[src/rtl/nibble_serial_add_ctrl_pkg.sv]
// Shared types and constants for the nibble-serial adder/subtractor controller.
// The state encoding and nibble width are common to the controller and its datapath stage.
package nibble_serial_add_ctrl_pkg;

    typedef enum logic [1:0] {
        IDLE = 2'd0,
        RUN  = 2'd1,
        DONE = 2'd2
    } state_e;

    localparam int NIB_W         = 4;
    localparam int DEFAULT_WIDTH = 16;

endpackage

[src/rtl/nibble_serial_add_ctrl_add4.sv]
// Stateless 4-bit ripple-carry adder stage, time-shared by the controller across nibble passes.
// Built from one full-adder cell per bit.
module add4_stage
    import nibble_serial_add_ctrl_pkg::*;
(
    input  logic [NIB_W-1:0] a,
    input  logic [NIB_W-1:0] b,
    input  logic             cin,
    output logic [NIB_W-1:0] s,
    output logic             cout
);

    logic [NIB_W:0] carry;

    assign carry[0] = cin;

    for (genvar i = 0; i < NIB_W; i++) begin : gFullAdder
        assign s[i]       = a[i] ^ b[i] ^ carry[i];
        assign carry[i+1] = (a[i] & b[i]) | (carry[i] & (a[i] ^ b[i]));
    end

    assign cout = carry[NIB_W];

endmodule

[src/rtl/nibble_serial_add_ctrl.sv]
// Nibble-serial add/subtract controller: accepts an operand pair, runs one 4-bit pass per
// cycle through a shared add4_stage, then holds the result until the consumer takes it.
module nibble_serial_add_ctrl
    import nibble_serial_add_ctrl_pkg::*;
#(
    parameter int WIDTH = DEFAULT_WIDTH,
    parameter int NIB   = WIDTH / NIB_W
) (
    input  logic             clk,
    input  logic             rst,
    input  logic             in_valid,
    output logic             in_ready,
    input  logic             op_sub,
    input  logic [WIDTH-1:0] a,
    input  logic [WIDTH-1:0] b,
    output logic             out_valid,
    input  logic             out_ready,
    output logic [WIDTH-1:0] sum,
    output logic             cout,
    output logic             ovf
);

    localparam int CNT_W = (NIB > 1) ? $clog2(NIB) : 1;

    state_e             state_q;
    logic [CNT_W-1:0]   cnt_q;
    logic               carry_q;
    logic [WIDTH-1:0]   a_q;
    logic [WIDTH-1:0]   b_q;
    logic [WIDTH-1:0]   sum_q;
    logic               cout_q;
    logic               ovf_q;

    logic [NIB_W-1:0]   aNib_d;
    logic [NIB_W-1:0]   bNib_d;
    logic [NIB_W-1:0]   stageSum_d;
    logic               stageCout_d;
    logic               lastPass_d;

    assign aNib_d     = a_q[cnt_q*NIB_W +: NIB_W];
    assign bNib_d     = b_q[cnt_q*NIB_W +: NIB_W];
    assign lastPass_d = (cnt_q == CNT_W'(NIB - 1));

    add4_stage uStage (
        .a    (aNib_d),
        .b    (bNib_d),
        .cin  (carry_q),
        .s    (stageSum_d),
        .cout (stageCout_d)
    );

    // B is stored pre-inverted for subtraction so every pass is a plain add; the +1 comes in via carry.
    always_ff @(posedge clk) begin
        if (rst) begin
            state_q <= IDLE;
            cnt_q   <= '0;
            carry_q <= 1'b0;
            a_q     <= '0;
            b_q     <= '0;
            sum_q   <= '0;
            cout_q  <= 1'b0;
            ovf_q   <= 1'b0;
        end else begin
            case (state_q)
                IDLE: begin
                    if (in_valid) begin
                        a_q     <= a;
                        b_q     <= op_sub ? ~b : b;
                        carry_q <= op_sub;
                        cnt_q   <= '0;
                        sum_q   <= '0;
                        cout_q  <= 1'b0;
                        ovf_q   <= 1'b0;
                        state_q <= RUN;
                    end
                end
                RUN: begin
                    sum_q[cnt_q*NIB_W +: NIB_W] <= stageSum_d;
                    carry_q                     <= stageCout_d;
                    if (lastPass_d) begin
                        cnt_q   <= '0;
                        cout_q  <= stageCout_d;
                        ovf_q   <= (a_q[WIDTH-1] == b_q[WIDTH-1]) &&
                                   (stageSum_d[NIB_W-1] != a_q[WIDTH-1]);
                        state_q <= DONE;
                    end else begin
                        cnt_q <= cnt_q + CNT_W'(1);
                    end
                end
                DONE: begin
                    if (out_ready) begin
                        state_q <= IDLE;
                    end
                end
                default: begin
                    state_q <= IDLE;
                end
            endcase
        end
    end

    assign in_ready  = (state_q == IDLE);
    assign out_valid = (state_q == DONE);
    assign sum       = sum_q;
    assign cout      = cout_q;
    assign ovf       = ovf_q;

endmodule

[config.mk]
export PLATFORM = sky130hd
export DESIGN_NAME = nibble_serial_add_ctrl
export DESIGN_NICKNAME = d
export VERILOG_FILES = /design/src/rtl/nibble_serial_add_ctrl_pkg.sv /design/src/rtl/nibble_serial_add_ctrl_add4.sv /design/src/rtl/nibble_serial_add_ctrl.sv
export SDC_FILE = /design/constraint.sdc
export NUM_CORES = 1
export LEC_CHECK = 0
export CAP_MARGIN = 20
export CORE_MARGIN = 8
export CORE_UTILIZATION = 40
export CTS_BUF_LIST = sky130_fd_sc_hd__clkbuf_16
export CTS_CLUSTER_SIZE = 30
export DETAILED_ROUTE_END_ITERATION = 10
export PLACE_DENSITY = 0.68
export SYNTH_ARGS = -nofsm -noshare
export SYNTH_HDL_FRONTEND = slang
export SYNTH_HIERARCHICAL = 1
export SYNTH_SLANG_ARGS = --single-unit
[constraint.sdc]
create_clock -name clk -period 4.95 [get_ports clk]
set_input_delay 0.99 -clock clk [delete_from_list [all_inputs] [get_ports clk]]
set_output_delay 0.99 -clock clk [all_outputs]
set_load 0.005 [all_outputs]
==> run_results.csv, run 1 <==
group,metric,value,unit
status,status,"complete, no violations",
route,via_per_inst,5.06,
worst_hold_path,hp-class,"reg -> reg",
timing,fin_setup_tns,0,ps
timing,rsz0062_at_grt,"false",
worst_setup_path,critPathLaunchType,"flip-flop",
logic_synthesis,synth_seq_cells,55,
worst_setup_path,critPathCaptureType,"flip-flop",
finish,drive_above_1_share,0.0928,
worst_setup_path,cp_num_buf_inv,5,
route,drt-total-wl,5470,um
timing,tightestPinTransition,828,ps
logic_synthesis,syn_area,2570,um2
power_and_ir_drop,powerDensity,297,nW/um2
run,drv_cap,0,
logic_synthesis,synthTopCellsByArea,"dfxtp_1 (43%), mux4_2 (7.0%), mux2i_1 (6.6%)",
power_and_ir_drop,peakVddDrop,0.148,mV
route,detail-route-antenna-nets,0,
route,routedWlPerCell,14.9,um
finish,diodes,0,
logic_synthesis,ys.flop_type,"dfxtp_1",
worst_setup_path,crit_chain,"buf_4 > mux4_2 > fa_1 > inv_1 > fa_1 > inv_1 > fa_1 > inv_1 > fa_1 > inv_1 > or3b_2 > o21ai_0 > a32o_1",
clock_tree,cts_buffers,5,
place,dpl.cell_count,360,
place,place_congestion,0.769,
timing,max_freq,270,MHz
clock_tree,clockRootBuffer,"clkbuf_16",
logic_synthesis,yosysMostFrequentCell,"dfxtp_1",
timing,hold_viol,0,
logic_synthesis,yosys.cell_types.count,37,
global_routing,grt_pass1_vias,1939,
timing,fin_crit_sh,0.749,
clock_tree,postCtsSetupBuffers,0,
clock_tree,htreeDepth,2,
finish,fin_util,0.527,
finish,stdcell_count,368,
logic_synthesis,syn_area_per_cell,10.7,um2
worst_setup_path,crit_type,"reg -> reg",
clock_tree,clk_pin_slew,70,ps
timing,setup_viol,0,
worst_setup_path,crit_family,"adder cells",
worst_setup_path,cp_max_fo,11,
die,initial_core_util,0.409,
die,rows,29,
finish,fill_cells,577,
clock_tree,clk_path_buf_depth,2,
timing,fin_hold_ws,479,ps
global_routing,grtUsageTotal,0.126,
route,route.detailed.drc,0,
die,die_area,9230,um2
global_routing,antenna_found_initial,0,
worst_setup_path,crit_slowest_cell,"mux4_2",
logic_synthesis,synth_common_cells,"dfxtp_1 (55), nor2_1 (36), mux2i_1 (17)",
logic_synthesis,postSynthCellCount,240,
logic_synthesis,yosys_warnings,6,
timing,drv_slew,0,
clock_tree,cts-hold-fix-buffers,0,
finish,synthToLayoutAreaGrowth,28.9,%
worst_setup_path,arrival,3940,ps
route,dr.pass1.iters,4,
route,drt-initial-drc-count,40,
die,core,6280,um2
worst_setup_path,cp_data_required_time,5180,ps
finish,regArea,1100,um2
logic_synthesis,synth_nets,286,
logic_synthesis,synth_edf_count,0,
clock_tree,clkSinkCount,55,
global_routing,grt_max_degree,50,
place,hpwl,4130,um
place,port-buffer-count,56,
die,die_h,96.1,um
timing,period_needed,3710,ps
clock_tree,insertion_delay,290,ps
finish,fin_nets,336,
global_routing,grt_pass1_wl,9210,um
worst_setup_path,cpPeakStageDelay,550,ps
clock_tree,cts_resized,0,
die,die_x,96.1,um
timing,fin_skew,6.12,ps
power_and_ir_drop,total_leakage_power,1.22,nW
finish,multiInputGateArea,1330,um2
route,dr_total_vias,1862,
logic_synthesis,yosysSeqAreaShare,0.429,
logic_synthesis,async_flop_share,0,
die,io-pin-count,57,
clock_tree,tritoncts,"yes",
timing,slew_headroom,0.447,
global_routing,overflow,0,
logic_synthesis,yosysTopAreaCell,"dfxtp_1",
logic_synthesis,synth_top_area_frac,0.429,
final cells by class:
type                            instances  share of cell area
Multi-Input combinational cell        154               0.402
Sequential cell                        55               0.333
Timing Repair Buffer                   59               0.176
Clock buffer                            5              0.0378
Tap cell                               77              0.0291
Inverter                               15              0.0170
Clock inverter                          3             0.00454
state kept, by name (all words and copies together) (netlist names):
register,cells
cout,1
cnt_q,2
carry_q,1
a_q,16
state_q,2
sum,16
ovf,1
b_q,16
path summary, 6_finish.rpt:
path,startpoint,end,slack [ps],cells after the start
min,sum[4],sum[4],480,1
min reg2reg,sum[4],sum[4],480,1
max reg2reg,cnt_q[0],ovf,1240,13
max,cnt_q[0],ovf,1240,13
power breakdown:
group	internal [W]	switching (W)	total [W]	leakage (nW)
sequential	0.000466	0.0000174	0.000484	0.450
combinational	0.0000869	0.0000800	0.000167	0.704
clock	0.000184	0.000149	0.000333	0.0649
per-stage QoR:
stage,power (W),setup slack (ps),area (um2)
6_report,0.000984,1240,3310
3_3_place_gp,0.000659,1340,3170
5_1_grt,0.00103,985,3310
2_1_floorplan,0.000598,1380,2570
4_1_cts,0.000996,1210,3310
3_5_place_dp,0.000663,1240,3170
metal layers:
layer	share of wire	wire, um	vias up	GRT usage
met2	0.47	2600	41	0.212
met3	0.052	284	8	0.0289
met5	0	0	-	0
met1	0.46	2510	871	0.154
met4	0.015	84	0	0.0448
li1	-	-	942	-
cells by family after synthesis:
logic type / synth area share
AND/OR/NAND/NOR: 0.115
flip-flops: 0.429
AO/OA/AOI/OAI: 0.137
buffers and inverters: 0.0551
multiplexers: 0.154
XOR/XNOR: 0.0546
adder cells (fa/ha/maj): 0.0556
placed cells by master, fill, tap and decap left out, drive strengths merged, types with 2 or more instances in the layout:
cell type and count:
mux4 8, a211oi 16, buf 3, clkinv 2
clkbuf 5, a22o 16, nor2 36, nand2 3
nor4b 2, a21oi 6, nor2b 2, nand3 2
xnor2 16, dfxtp 55, nand2b 3, clkdlybuf4s50 56
fa 4, and4 2, ha 5, inv 15
mux2i 17, mux2 4
No activity file was read; power rests on OpenSTA's default activity.
==> run 2: changes to the inputs <==
Settings changed: PLACE_DENSITY 0.68 to 0.7.
Clock period 4.95 ns to 3.15 ns, I/O delays scaled along.
==> run 2 against run 1 <==
Compared with the run above: sequential share of layout area fell by 0.65 points; global-route usage fell by 0.49 points; worst hold slack improved by 1.7 ps; non-clock buffer count rose by 5; flip-flop and latch count did not move; critical endpoint unchanged.
==> run_results.csv, run 2 (synthesized netlist as in run 1, its figures left out) <==
group,metric,value,unit
clock_tree,clk_path_buf_depth,2,
route,route.detailed.drc,0,
global_routing,grt_pass1_vias,1913,
die,die_h,96.1,um
place,place_congestion,0.790,
worst_setup_path,r2r-end,"ovf",
global_routing,antenna_found_initial,0,
finish,fin_util,0.539,
route,routedWlPerCell,14.5,um
status,status,"complete, no violations",
clock_tree,tritoncts,"yes",
power_and_ir_drop,total_power,0.00159,W
finish,drive_above_1_share,0.142,
finish,final_cell_mix,"clkdlybuf4s50_1 (56), dfxtp_1 (54), nor2_1 (36), mux2i_1 (17)",
die,core,6280,um2
finish,fin_nets,341,
route,dr.pass1.iters,4,
run,drv_cap,0,
global_routing,grt_max_degree,50,
timing,fin_crit_sh,0.965,
worst_setup_path,crit_chain,"mux4_2 > fa_2 > inv_2 > fa_2 > inv_1 > fa_2 > inv_2 > fa_1 > inv_2 > or3b_4 > o21ai_2 > a32o_1",
clock_tree,htreeDepth,2,
global_routing,grt_pass1_wl,8860,um
worst_setup_path,crit_slowest_cell,"mux4_2",
finish,final_common_cell,"clkdlybuf4s50_1",
global_routing,grtUsageTotal,0.121,
worst_setup_path,reg2reg_from,"cnt_q[0]",
place,dpl.cell_count,364,
worst_hold_path,holdPathEnd,"sum[13]",
timing,period_needed,3040,ps
die,die_area,9230,um2
route,drt-initial-drc-count,67,
clock_tree,clockRootBuffer,"clkbuf_16",
die,initial_core_util,0.409,
timing,max_freq,329,MHz
clock_tree,cts_buffers,5,
worst_setup_path,cp_data_required_time,3390,ps
die,io-pin-count,57,
die,die_x,96.1,um
worst_setup_path,ff2ff_path_depth,12,
worst_setup_path,ff2ff_setup_slack,110,ps
timing,rsz0062_at_grt,"false",
worst_setup_path,critPathCaptureType,"flip-flop",
worst_hold_path,hp-class,"reg -> reg",
finish,diodes,0,
clock_tree,insertion_delay,290,ps
die,rows,29,
finish,synthToLayoutAreaGrowth,31.9,%
worst_setup_path,cp_num_buf_inv,4,
clock_tree,clk_pin_slew,70,ps
finish,stdcell_count,373,
timing,fin_hold_ws,481,ps
global_routing,overflow,0,
power_and_ir_drop,peakVddDrop,0.390,mV
power_and_ir_drop,total_leakage_power,1.25,nW
timing,fin_skew,4.76,ps
route,dr_total_vias,1853,
clock_tree,clkSinkCount,55,
worst_hold_path,hold_start,"sum[13]",
place,hpwl,4160,um
worst_setup_path,arrival,3280,ps
place,post-place-ws,30.4,ps
timing,setup_slack,110,ps
timing,hold_viol,0,
worst_setup_path,cpPeakStageDelay,520,ps
place,port-buffer-count,56,
worst_hold_path,hold_depth,1,
clock_tree,cts-hold-fix-buffers,0,
timing,tightestPinTransition,848,ps
timing,drv_slew,0,
route,detail-route-antenna-nets,0,
route,via_per_inst,4.97,
worst_setup_path,crit_path_start,"cnt_q[0]",
worst_setup_path,crit_family,"adder cells",
worst_setup_path,cp_max_fo,4,
route,drt-total-wl,5430,um
worst_setup_path,crit_type,"reg -> reg",
timing,slew_headroom,0.433,
power_and_ir_drop,powerDensity,468,nW/um2
timing,setup_viol,0,
finish,fill_cells,568,
worst_setup_path,critPathLaunchType,"flip-flop",
## run 2: worst max-delay path by stage
stage	end	depth (start not counted)
finish	ovf	12
global placement	ovf	12
detailed placement	ovf	12
floorplan	ovf	13
CTS	ovf	12
global route	ovf	12
## run 2: what timing repair did
action                     in CTS  in global routing
resized for setup               0                  1
setup buffers                   0                  1
setup endpoints to repair       0                  1
## run 2: per-stage QoR
stage / instance area, um2 / TNS, ps
after floorplan: 2590 / -38.3
after global placement: 3220 / 0
after detailed placement: 3220 / 0
after CTS: 3370 / 0
after global routing: 3380 / 0
final: 3380 / 0
## run 2: power breakdown
group          internal (W)  switching (W)  leakage, nW  total, W
logic              0.000150       0.000127        0.732  0.000277
clock network      0.000297       0.000252       0.0700  0.000550
registers          0.000732      0.0000264        0.451  0.000758
total               0.00118       0.000406         1.25   0.00159
## run 2: area by class of cell
class	count	area, um2	share of cell area
Multi-Input combinational cell	154	1340	0.397
Inverter	15	56.3	0.0166
Timing Repair Buffer	64	633	0.187
Sequential cell	55	1100	0.326
Clock inverter	3	25.0	0.00739
Tap cell	77	96.3	0.0285
Clock buffer	5	125	0.0370
## run 2: metal layers
layer / global-route usage / wire [um] / vias up
li1: - / - / 960
met1: 0.151 / 2570 / 837
met2: 0.196 / 2440 / 48
met3: 0.0328 / 321 / 8
met4: 0.0461 / 89 / 0
met5: 0 / 0 / -
## run 2: worst register-to-register path, stage by stage (launching register included)
cell and delay (ps):
dfxtp_4 370, mux4_2 520, fa_2 370, inv_2 60
fa_2 160, inv_1 40, fa_2 330, inv_2 60
fa_1 410, inv_2 70, or3b_4 370, o21ai_2 60
a32o_1 160
==> run 3: changes to the inputs <==
Settings changed: CTS_CLUSTER_SIZE 30 to unset.
==> results of run 3 <==
Same layout as run 2: the final DEF is identical, and so are final timing and power.
